## config.mk

```make
export PLATFORM = sky130hd
export DESIGN_NAME = wb_board_io
export DESIGN_NICKNAME = d
export VERILOG_FILES = /design/src/rtl/wb_board_io.sv
export SDC_FILE = /design/constraint.sdc
export NUM_CORES = 1
export LEC_CHECK = 0
export CAP_MARGIN = 30
export CORE_MARGIN = 4
export CORE_UTILIZATION = 60
export CTS_CLUSTER_SIZE = 20
export DETAILED_ROUTE_END_ITERATION = 6
export PLACE_DENSITY = 0.85
export SETUP_SLACK_MARGIN = 0.15
export SYNTH_ARGS = -nofsm -noshare
export SYNTH_HDL_FRONTEND = slang
export SYNTH_SLANG_ARGS = --single-unit
```

## constraint.sdc

```tcl
create_clock -name clk -period 4.7 [get_ports clk]
set_clock_uncertainty 0.05 [all_clocks]
set_input_delay 0.94 -clock clk [delete_from_list [all_inputs] [get_ports clk]]
set_output_delay 0.94 -clock clk [all_outputs]
set_load 0.05 [all_outputs]
```

## src/rtl/wb_board_io.sv

```systemverilog
`default_nettype none
// ============================================================================
// Module   : wb_board_io
// Purpose  : Board I/O peripheral on the wishbone bus. Switches and buttons
//            are synchronised and debounced; per-bit edge interrupts with
//            mask, edge mode and a sticky write-1-to-clear pending register.
//            Drives LEDs and a multiplexed N-digit 7-segment display with
//            per-digit enable and dot.
// Ports    : clk            - clock (also the wishbone clock)
//            rst            - asynchronous active-low reset
//            switch, btn    - raw input levels (btn: 1 = pressed)
//            led            - LED drive, 1 = lit
//            segment        - active-low {dot, g..a}
//            anode          - active-low digit select
//            wbs_*          - wishbone slave (word-addressed registers)
//            interrupt      - active-high level interrupt
// Revision : 1.0 - initial release
// ============================================================================
module wb_board_io #(
    parameter int DEV_ADDR_BITS = 8,
    parameter int N_SW          = 8,
    parameter int N_BTN         = 5,
    parameter int N_LED         = 8,
    parameter int N_DIGIT       = 4,
    parameter int DEB_CYCLES    = 250000,
    parameter int SCAN_CYCLES   = 50000
) (
    input  logic                       clk,
    input  logic                       rst,
    input  logic [N_SW-1:0]            switch,
    input  logic [N_BTN-1:0]           btn,
    output logic [N_LED-1:0]           led,
    output logic [7:0]                 segment,
    output logic [N_DIGIT-1:0]         anode,
    input  logic                       wbs_cs_i,
    input  logic [DEV_ADDR_BITS-1:2]   wbs_addr_i,
    input  logic [3:0]                 wbs_sel_i,
    input  logic [31:0]                wbs_data_i,
    input  logic                       wbs_we_i,
    output logic [31:0]                wbs_data_o,
    output logic                       wbs_ack_o,
    output logic                       interrupt
);

    localparam int NI  = N_SW + N_BTN;
    localparam int DBW = $clog2(DEB_CYCLES);
    localparam int SCW = $clog2(SCAN_CYCLES);
    localparam int DW  = (N_DIGIT > 1) ? $clog2(N_DIGIT) : 1;
    localparam int AW  = DEV_ADDR_BITS - 2;

    localparam logic [AW-1:0] A_IN   = AW'(0);
    localparam logic [AW-1:0] A_LED  = AW'(1);
    localparam logic [AW-1:0] A_SEGD = AW'(2);
    localparam logic [AW-1:0] A_SEGC = AW'(3);
    localparam logic [AW-1:0] A_MASK = AW'(4);
    localparam logic [AW-1:0] A_PEND = AW'(5);
    localparam logic [AW-1:0] A_EDGE = AW'(6);

    // ------------------------------------------------------------------
    // Input synchronisation and debounce
    // ------------------------------------------------------------------
    logic [NI-1:0]  in_raw, sync1, sync2, sample, deb, deb_prev, stable;
    logic [DBW-1:0] deb_cnt;
    logic           deb_tick;

    assign in_raw   = {btn, switch};
    assign deb_tick = (deb_cnt == DBW'(DEB_CYCLES - 1));
    // A bit is accepted only when two consecutive ticks saw the same level.
    assign stable   = ~(sync2 ^ sample);

    always_ff @(posedge clk or negedge rst) begin
        if (!rst) begin
            sync1    <= '0;
            sync2    <= '0;
            sample   <= '0;
            deb      <= '0;
            deb_prev <= '0;
            deb_cnt  <= '0;
        end else begin
            sync1    <= in_raw;
            sync2    <= sync1;
            deb_prev <= deb;
            deb_cnt  <= deb_tick ? '0 : deb_cnt + 1'b1;
            if (deb_tick) begin
                sample <= sync2;
                deb    <= (deb & ~stable) | (sync2 & stable);
            end
        end
    end

    // ------------------------------------------------------------------
    // Register file and bus
    // ------------------------------------------------------------------
    logic [4*N_DIGIT-1:0] seg_data;
    logic [N_DIGIT-1:0]   seg_en, seg_dot;
    logic [NI-1:0]        irq_mask, irq_pend, irq_edge, evt, w1c;
    logic [31:0]          bm, rd_value, wr_value;
    logic                 access, wr;

    assign access = wbs_cs_i & ~wbs_ack_o;
    assign wr     = access & wbs_we_i;
    assign bm     = {{8{wbs_sel_i[3]}}, {8{wbs_sel_i[2]}},
                     {8{wbs_sel_i[1]}}, {8{wbs_sel_i[0]}}};

    // Rising edges always count; falling edges only in edge mode.
    assign evt = (deb & ~deb_prev) | (~deb & deb_prev & irq_edge);
    assign w1c = (wr && (wbs_addr_i == A_PEND)) ? (wbs_data_i[NI-1:0] & bm[NI-1:0]) : '0;

    always_comb begin
        rd_value = '0;
        case (wbs_addr_i)
            A_IN:    rd_value = 32'(deb);
            A_LED:   rd_value = 32'(led);
            A_SEGD:  rd_value = 32'(seg_data);
            A_SEGC:  rd_value = (32'(seg_dot) << 8) | 32'(seg_en);
            A_MASK:  rd_value = 32'(irq_mask);
            A_PEND:  rd_value = 32'(irq_pend);
            A_EDGE:  rd_value = 32'(irq_edge);
            default: rd_value = '0;
        endcase
    end

    // Byte-merged write value for the addressed RW register.
    assign wr_value = (rd_value & ~bm) | (wbs_data_i & bm);

    always_ff @(posedge clk or negedge rst) begin
        if (!rst) begin
            wbs_ack_o  <= 1'b0;
            wbs_data_o <= '0;
            led        <= '0;
            seg_data   <= '0;
            seg_en     <= '0;
            seg_dot    <= '0;
            irq_mask   <= '0;
            irq_pend   <= '0;
            irq_edge   <= '0;
            interrupt  <= 1'b0;
        end else begin
            wbs_ack_o  <= access;
            wbs_data_o <= access ? rd_value : '0;
            if (wr) begin
                case (wbs_addr_i)
                    A_LED:  led      <= wr_value[N_LED-1:0];
                    A_SEGD: seg_data <= wr_value[4*N_DIGIT-1:0];
                    A_SEGC: begin
                        seg_en  <= wr_value[N_DIGIT-1:0];
                        seg_dot <= wr_value[8 +: N_DIGIT];
                    end
                    A_MASK: irq_mask <= wr_value[NI-1:0];
                    A_EDGE: irq_edge <= wr_value[NI-1:0];
                    default: ;
                endcase
            end
            // A new event in the clearing cycle keeps the bit set.
            irq_pend  <= (irq_pend & ~w1c) | evt;
            interrupt <= |(irq_pend & irq_mask);
        end
    end

    logic unused_bits;
    assign unused_bits = &{1'b0, wr_value, wbs_data_i};

    // ------------------------------------------------------------------
    // Display scan
    // ------------------------------------------------------------------
    logic [SCW-1:0]     scan_cnt;
    logic [DW-1:0]      digit;
    logic [N_DIGIT-1:0] digit_sel;
    logic [3:0]         cur_hex;
    logic               cur_en, cur_dot;

    function automatic logic [6:0] hex7seg(input logic [3:0] h);
        case (h)
            4'h0: hex7seg = 7'h3F;  4'h1: hex7seg = 7'h06;
            4'h2: hex7seg = 7'h5B;  4'h3: hex7seg = 7'h4F;
            4'h4: hex7seg = 7'h66;  4'h5: hex7seg = 7'h6D;
            4'h6: hex7seg = 7'h7D;  4'h7: hex7seg = 7'h07;
            4'h8: hex7seg = 7'h7F;  4'h9: hex7seg = 7'h6F;
            4'hA: hex7seg = 7'h77;  4'hB: hex7seg = 7'h7C;
            4'hC: hex7seg = 7'h39;  4'hD: hex7seg = 7'h5E;
            4'hE: hex7seg = 7'h79;  4'hF: hex7seg = 7'h71;
            default: hex7seg = 7'h00;
        endcase
    endfunction

    always_comb begin
        digit_sel = '0;
        cur_en    = 1'b0;
        cur_dot   = 1'b0;
        cur_hex   = 4'h0;
        for (int k = 0; k < N_DIGIT; k++) begin
            if (digit == DW'(k)) begin
                digit_sel[k] = 1'b1;
                cur_en       = seg_en[k];
                cur_dot      = seg_dot[k];
                cur_hex      = seg_data[4*k +: 4];
            end
        end
    end

    always_ff @(posedge clk or negedge rst) begin
        if (!rst) begin
            scan_cnt <= '0;
            digit    <= '0;
            anode    <= '1;
            segment  <= 8'hFF;
        end else begin
            if (scan_cnt == SCW'(SCAN_CYCLES - 1)) begin
                scan_cnt <= '0;
                digit    <= (digit == DW'(N_DIGIT - 1)) ? '0 : digit + 1'b1;
            end else begin
                scan_cnt <= scan_cnt + 1'b1;
            end
            anode   <= cur_en ? ~digit_sel : '1;
            segment <= cur_en ? ~{cur_dot, hex7seg(cur_hex)} : 8'hFF;
        end
    end

endmodule
`default_nettype wire

```

* After elaboration in Yosys (flattened, before gate mapping)
Memories as Yosys holds them, arrays and structs flattened.
Index checks and enable logic that the tools add are counted.
** Word-level totals
- Flip-flop bits (word level) :: 218
- Bits in read-only memories :: 112
- Output and inout port bits :: 54
- Logic and storage cells :: 95
- Memories kept :: 1
** Memory list
- (no name shown) :: words 16, bits a word 7, rd ports 1, clocked after Yosys merged registers in 0, write ports 0, line 173 : case (h)
** Operators by class
- $add $sub $neg :: 3
- Equality and inequality tests :: 11
- Multiplexer cells :: 24
- Bitwise logic cells :: 27
- Reductions and logical operators :: 9
** Operator list (number)
- $pmux 16 s7 :: 1
- $and 13x13->13 :: 8
- $not 13->13 :: 5
- $or 13x13->13 :: 3
- $and 16x16->16 :: 2
- $mux 32 :: 1
- $mux 4 :: 5
- $add 18x1->18 const B :: 1
- $eq 18x18->1 const B :: 1
- $eq 6x3->1 const B :: 3
- $mux 18 :: 1
- $add 16x1->16 const B :: 1
- $eq 16x16->1 const B :: 1
- $mux 16 :: 1
- $not 16->16 :: 1
- $or 16x16->16 :: 1
- $mux 13 :: 1
- $reduce_or 13->1 :: 1
- $xor 13x13->13 :: 1
- $eq 6x2->1 const B :: 2
- $mux 1 :: 12
- $or 12x4->12 :: 1
- $reduce_and 2->1 :: 5
- $mux 8 :: 1
- other kinds (12) :: 14

* Longest topological paths before layout
Gate-level depths: netlist (run 1).
- Depth in word-level cells :: 8
- Gate-level depth with buffers :: 10

* Worst setup path before layout (run 1)
No wires, ideal clock.
- Path type :: in2reg
- Start point :: input port wbs_addr_i[5] (netlist name)
- End point :: register irq_mask[1]
- Setup time :: 0.125 ns
- Arrival :: 2.448 ns
- Data required time :: 4.525 ns
- Path slack :: 2.077 ns
- Cell stages on the path :: 4
- Path through :: or4b_1 -> buf_2 -> nor4_2 -> mux2_2
** On the way
- Word-level cells in the longest chain between the ends :: 4
- Elaborated cells between the ends (all ways) :: 11
- Classes of those cells :: 6 x eq/ne; 1 x mux; 2 x bitwise; 2 x reduce/logical
** Ends and longest elaborated chain
- start: declaration :: line 36 : input logic [DEV_ADDR_BITS-1:2] wbs_addr_i,
- $eq 6x3->1, or another cell as far along :: line 111 : case (wbs_addr_i)
- $pmux 16 s7 :: line 111
- $and 16x16->16 :: line 124 : assign wr_value = (rd_value & ~bm) | (wbs_data_i & bm);
- $or 16x16->16 :: line 124
- end signal: assignment :: line 149 : A_MASK: irq_mask <= wr_value[NI-1:0];
- end: declaration :: line 96 : logic [NI-1:0] irq_mask, irq_pend, irq_edge, evt, w1c;
Parallel ways exist; a longest one is shown, timed or not.
A chain may end at the register's enable or synchronous reset.

* Worst setup path in the final report (run 1)
- Start point :: input port wbs_addr_i[4] (netlist name)
- End point :: register irq_pend[6]
** On the way
- Word-level cells in the longest chain between the ends :: 6
** Ends and longest elaborated chain
- $eq 6x3->1 :: line 107 : assign w1c = (wr && (wbs_addr_i == A_PEND)) ? (wbs_data_i[NI-1:0] & bm[NI-1:0]) : '0;
- $logic_and 1x1->1 :: line 107
- $mux 13 :: line 107
- $not 13->13 :: line 155 : irq_pend <= (irq_pend & ~w1c) | evt;
- $and 13x13->13 :: line 155
- $or 13x13->13 :: line 155
- end signal: assignment :: line 155
- end: declaration :: line 96
No other way between the ends.

==> out/metrics.cfg, run 1 <==
[route]
wl_per_cell_microns = 19.5
drt-total-wl_microns = 21800
dr.pass1.iters = 7
antenna_left = 0
viasPerCell = 6.18
route.vias.total = 6907
drc = 14
dr.first_iter.drc_count = 640

[floorplanning]
dieHeight_microns = 130
fp.dieArea_sq_um = 16900
core_area_sq_um = 14600
rows = 44
die_w_microns = 130
ios = 113
start_util_pct = 61.3

[placed_design]
preCtsSetupSlack_ns = 0.884
gp_congestion = 0.953
io_buffers = 78
dp_hpwl_microns = 14500
dpl-instance-area_sq_um = 9850

[status]
status = complete, but fails checks
violations = design-rule violations

[synth]
ys_seq_area_share_pct = 56.7
yosys_register_bits = 202
synth_top_area_share_pct = 53.2
synth-edff-count = 0
synthTopCellsByArea = dfrtp_1 (53%), nand2_1 (4.3%), dfstp_2 (3.5%)
synth_ff_type = dfrtp_1
synth-async-reset-ratio_pct = 100
synthCells = 841
yosysWarnings = 0
synth.distinct_cells = 69
yosysTopAreaCell = dfrtp_1
synth_area_per_cell_sq_um = 10.6
syn-cell-area_sq_um = 8940

[timing]
maxSlewHeadroom_pct = 33.0
setup_ws_ns = 1.32
finalSetupViolations = 0
hold_viol = 0
max_freq_mhz = 296
layout_worst_path_cycle_share_pct = 71.9
rsz0062_at_grt = no
period_minus_slack_ns = 3.38
fin_tns_setup_ns = 0
worst_pin_slew_ns = 1.00
drv_slew = 0

[worst_setup_path]
slowest_stage = clkdlybuf4s50_1
critPathRequiredTime_ns = 5.03
ff2ff_path_depth = 10
worstPathCellList = clkdlybuf4s50_1 -> or4b_1 -> nor2_2 -> and3_1 -> nand2_1 -> a221o_1
critPathCaptureType = register
arrival_ns = 3.71
cpPeakStageDelay_ns = 0.81
critical_path_class = in2reg
startpoint_type = input port
crit_fanout = 11

[cts]
cts_root_buf = clkbuf_16
cts_buffer_depth = 3
ctsHoldBuffers = 0
cts_buffers = 21
htreeDepth = 1
worstSkewPairLatency_ns = 0.50
post_cts_resized = 0
clock-sinks = 202
postCtsSetupRepairBufs = 0
tritoncts = built
clk_pin_slew_ns = 0.06

[power_and_ir_drop]
peakVddDrop_v = 0.000261
p_leak_nw = 4.57
powerDensity_nw_per_um2 = 356
finalPower_mw = 3.76

[global_route]
grt_overflow = 0
antenna_found_initial = 0
grt_pass1_wl_microns = 35300
grt_pass1_vias = 7037
grt_util_all_layers_pct = 26.3
grt_max_degree = 117

[job]
cap_violations = 0

[finish]
final_cell_area_sq_um = 10500
layout_common_cells = dfrtp_1 (190), nand2_1 (102), clkdlybuf4s50_1 (77)
drive_above_1_share_pct = 9.31
final_nets = 991
postLayoutCoreUtil_pct = 72.3
areaGrowthSynthToFinish_pct = 17.9
n_antenna_cell = 0
final_common_cell = dfrtp_1

[hold_path]
hold_path_class = reg2reg
hold_depth = 0

[Yosys cell counts (all sizes together) (5+ instances only)]
cell / number
dfrtp: 190
nand2: 102
o21ai: 70
nor2: 49
a21oi: 44
inv: 38
buf: 29
mux2i: 26
nand3: 26
nor3: 22
clkbuf: 21
a221o: 14
mux2: 14
xnor2: 14
dfstp: 12
ha: 12
nor3b: 12
xor2: 12
a31oi: 10
and3: 10
and2: 9
a221oi: 6
nand4: 6
nand2b: 5
nand3b: 5
nor4: 5
o211ai: 5
o22ai: 5
or3: 5
[layer usage]
layer | track usage (%) | vias up | routed length (microns)
met5 | 0 | - | 0
met4 | 11.4 | 0 | 922
met3 | 5.89 | 85 | 1860
met2 | 43.9 | 342 | 10600
met1 | 33.1 | 3359 | 8400
li1 | - | 3121 | -
[final timing paths]
kind / to / slack [ns] / startpoint
worst max-delay path: irq_pend[6] / 1.32 / wbs_addr_i[4]
worst max register to register: segment[3] / 2.05 / digit[0]
worst min register to register: sync2[11] / 0.30 / sync1[11]
worst min-delay path: sync2[11] / 0.30 / sync1[11]
max in group asynchronous: sample[0] / 3.10 / rst
min in group asynchronous: led[1] / 0.52 / rst
[final cells by class]
class | count | area (sq um)
fillers | 965 | 4050
flip-flops and latches | 202 | 5070
clock buffers | 31 | 603
well taps | 184 | 230
clock inverters | 6 | 86.3
multi-input cells | 566 | 3520
repair buffers | 91 | 895
inverters | 38 | 143
[critical path: cells and delay by family]
| kind | cells | cell delay (ns) |
|---|---|---|
| AO/OA/AOI/OAI | 1 | 0.31 |
| buffers and inverters | 1 | 0.81 |
| AND/OR/NAND/NOR | 4 | 1.64 |
[through the flow]
| step | hold slack, ns | instances |
|---|---|---|
| floorplan | 0.281 | 856 |
| global placement | 0.282 | 1081 |
| detailed placement | 0.285 | 1081 |
| CTS | 0.298 | 1118 |
| global route | 0.305 | 1118 |
| finish | 0.296 | 1118 |
[power by group]
part / total [mW] / internal [mW] / leakage, nW / switching [mW]
combinational: 0.280 / 0.0948 / 1.56 / 0.186
clock: 1.65 / 0.998 / 0.335 / 0.652
sequential: 1.83 / 1.79 / 2.67 / 0.0382
total: 3.76 / 2.88 / 4.57 / 0.875
[sequential cells by signal, indices dropped and copies added, names as in the netlist, named ones only]
name and flops:
deb_cnt 18, wbs_data_o 16, sample 13, wbs_ack_o 1, irq_mask 13, seg_dot 4, irq_pend 13, seg_en 4
seg_data 16, digit 2, anode 4, scan_cnt 16, sync1 13, sync2 13, interrupt 1, deb_prev 13
segment 8, led 8, irq_edge 13
[logic make-up after synthesis]
group,share of synthesized area [%]
simple gates,15.5
flops,56.7
compound gates,14.3
buf+inv,4.58
mux,4.67
xor+xnor,2.55
fa+ha+maj,1.68
other cells,0.0419
Power figures use the tool's default switching activity.
==> run 2: changes to the inputs <==
- CORE_UTILIZATION: 60 -> 50
- PLACE_DENSITY: 0.85 -> 0.76
- clock period: 4.7 -> 2.94 ns (I/O delays scaled with it)
==> out/metrics.cfg, run 2 (synthesis results as in run 1) <==
[worst_setup_path]
r2r-start = digit[0]
rrSetupSlack_ns = 0.32
arrival_ns = 2.95
ff2ff_path_depth = 10
crit_end = segment[3]
critPathCaptureType = register
crit_path_start = digit[0]
startpoint_type = register
critical_path_class = reg2reg
r2r_end = segment[3]
critPathRequiredTime_ns = 3.27
crit_fanout = 6

[timing]
period_minus_slack_ns = 2.62
maxSlewHeadroom_pct = 46.5
layout_worst_path_cycle_share_pct = 89.1
drv_slew = 0
fin_tns_setup_ns = 0
finalSetupViolations = 0
max_freq_mhz = 382
worst_pin_slew_ns = 0.795
hold_viol = 0
rsz0062_at_grt = no

[cts]
ctsHoldBuffers = 0
htreeDepth = 1
clk_pin_slew_ns = 0.06
cts_buffers = 22
cts_root_buf = clkbuf_16
tritoncts = built
cts_buffer_depth = 3
clock-sinks = 202
postCtsSetupRepairBufs = 0
worstSkewPairLatency_ns = 0.49

[finish]
drive_above_1_share_pct = 12.4
instances_no_fill = 1191
n_antenna_cell = 0
regMostFlops = deb_cnt
final_nets = 1021
final_common_cell = dfrtp_1
largest_reg_flops = 18
layout_common_cells = dfrtp_1 (190), nand2_1 (102), clkdlybuf4s50_1 (77)
areaGrowthSynthToFinish_pct = 21.8

[route]
antenna_left = 0
drt-total-wl_microns = 21500
wl_per_cell_microns = 18.0
dr.first_iter.drc_count = 609
viasPerCell = 5.73
drc = 0
dr.pass1.iters = 5
route.vias.total = 6829

[floorplanning]
fp.dieArea_sq_um = 20100
die_w_microns = 142
dieHeight_microns = 142
ios = 113
core_area_sq_um = 17400
start_util_pct = 51.3
rows = 48

[power_and_ir_drop]
pwr-share-seq_pct = 47.8
switching_power_mw = 1.42
powerDensity_nw_per_um2 = 560
p_clk_share_pct = 44.4
p_comb_share_pct = 7.7
peakVddDrop_v = 0.000445
swShare_pct = 23.3
p_leak_nw = 4.75
p_int_mw = 4.67

[global_route]
grt_max_degree = 76
grt_pass1_wl_microns = 34500
antenna_found_initial = 0
grt_util_all_layers_pct = 21.3
grt_pass1_vias = 6746
grt_overflow = 0

[placed_design]
placed_cells = 1151
io_buffers = 78
dp_hpwl_microns = 15400
gp_congestion = 0.946

[job]
cap_violations = 0

[status]
status = finished clean

[hold_path]
hold_path_class = in2async

run 2: changes by cell type in the layout (fill, tap and decap cells not counted):
| cell | delta |
|---|---|
| clkbuf_8 | +1 |
| a31oi_2 | +1 |
| clkinvlp_4 | -1 |
| inv_6 | -1 |
| buf_4 | +26 |
| bufinv_16 | -1 |
| buf_12 | +3 |
| clkinv_2 | +2 |
| clkinv_4 | +1 |
| clkbuf_16 | +2 |
| a31oi_1 | -1 |
run 2: cell type report:
cell class | count | area [sq um]
Fill cell | 1378 | 6520
Sequential cell | 202 | 5070
Multi-Input combinational cell | 566 | 3520
Timing Repair Buffer | 120 | 1150
Clock buffer | 34 | 667
Tap cell | 225 | 282
Inverter | 38 | 143
Clock inverter | 6 | 58.8
run 2: power groups by stage:
| stage | Clock, mW | Combinational, mW | Sequential, mW |
|---|---|---|---|
| after floorplan | 0 | 0.219 | 2.99 |
| after global placement | 0 | 0.462 | 2.96 |
| after detailed placement | 0 | 0.469 | 2.96 |
| after CTS | 2.77 | 0.471 | 2.91 |
| after global routing | 2.88 | 0.508 | 2.92 |
| final | 2.71 | 0.471 | 2.92 |
run 2: per-stage QoR:
| stage | utilization, % | instance area (sq um) | hold WS (ns) | setup slack [ns] | power [mW] |
|---|---|---|---|---|---|
| 2_1_floorplan | - | 9000 | 0.242 | 0.601 | 3.21 |
| 3_3_place_gp | 58.3 | 10200 | 0.284 | 0.0593 | 3.42 |
| 3_5_place_dp | 58.3 | 10200 | 0.286 | 0.0214 | 3.43 |
| 4_1_cts | 62.5 | 10900 | 0.0787 | 0.250 | 6.15 |
| 5_1_grt | 62.5 | 10900 | 0.109 | 0.147 | 6.31 |
| 6_report | 62.5 | 10900 | 0.0477 | 0.319 | 6.10 |
run 2: worst min path at each step:
stage	cells past startpoint	startpoint	slack, ns	end
after CTS	1	rst	0.08	asynchronous set/reset pin
after global routing	1	rst	0.11	asynchronous set/reset pin
after detailed placement	0	sync1[12]	0.29	sync2[12]
after floorplan	0	rst	0.24	asynchronous set/reset pin
final	1	rst	0.05	asynchronous set/reset pin
after global placement	0	sync1[8]	0.28	sync2[8]
run 2: timing repair:
item | CTS | global route
hold endpoints to repair | 0 | 0
endpoints found under the setup margin | 0 | 3
gates resized for setup | 0 | 1
run 2: metal layers:
metal	global-route usage, %	part of all wire (%)
met1	28.5	42
met3	3.77	7.5
met2	34.4	47
met4	8.79	3.9
met5	0	0
run 2: critical path: stages, from the launching register on:
cell       delay (ns)
dfrtp_1          0.40
inv_1            0.12
ha_1             0.28
nand2b_1         0.19
o22ai_1          0.14
a31oi_2          0.32
inv_1            0.18
ha_1             0.33
nor3_1           0.05
a2111oi_0        0.37
a41oi_1          0.08
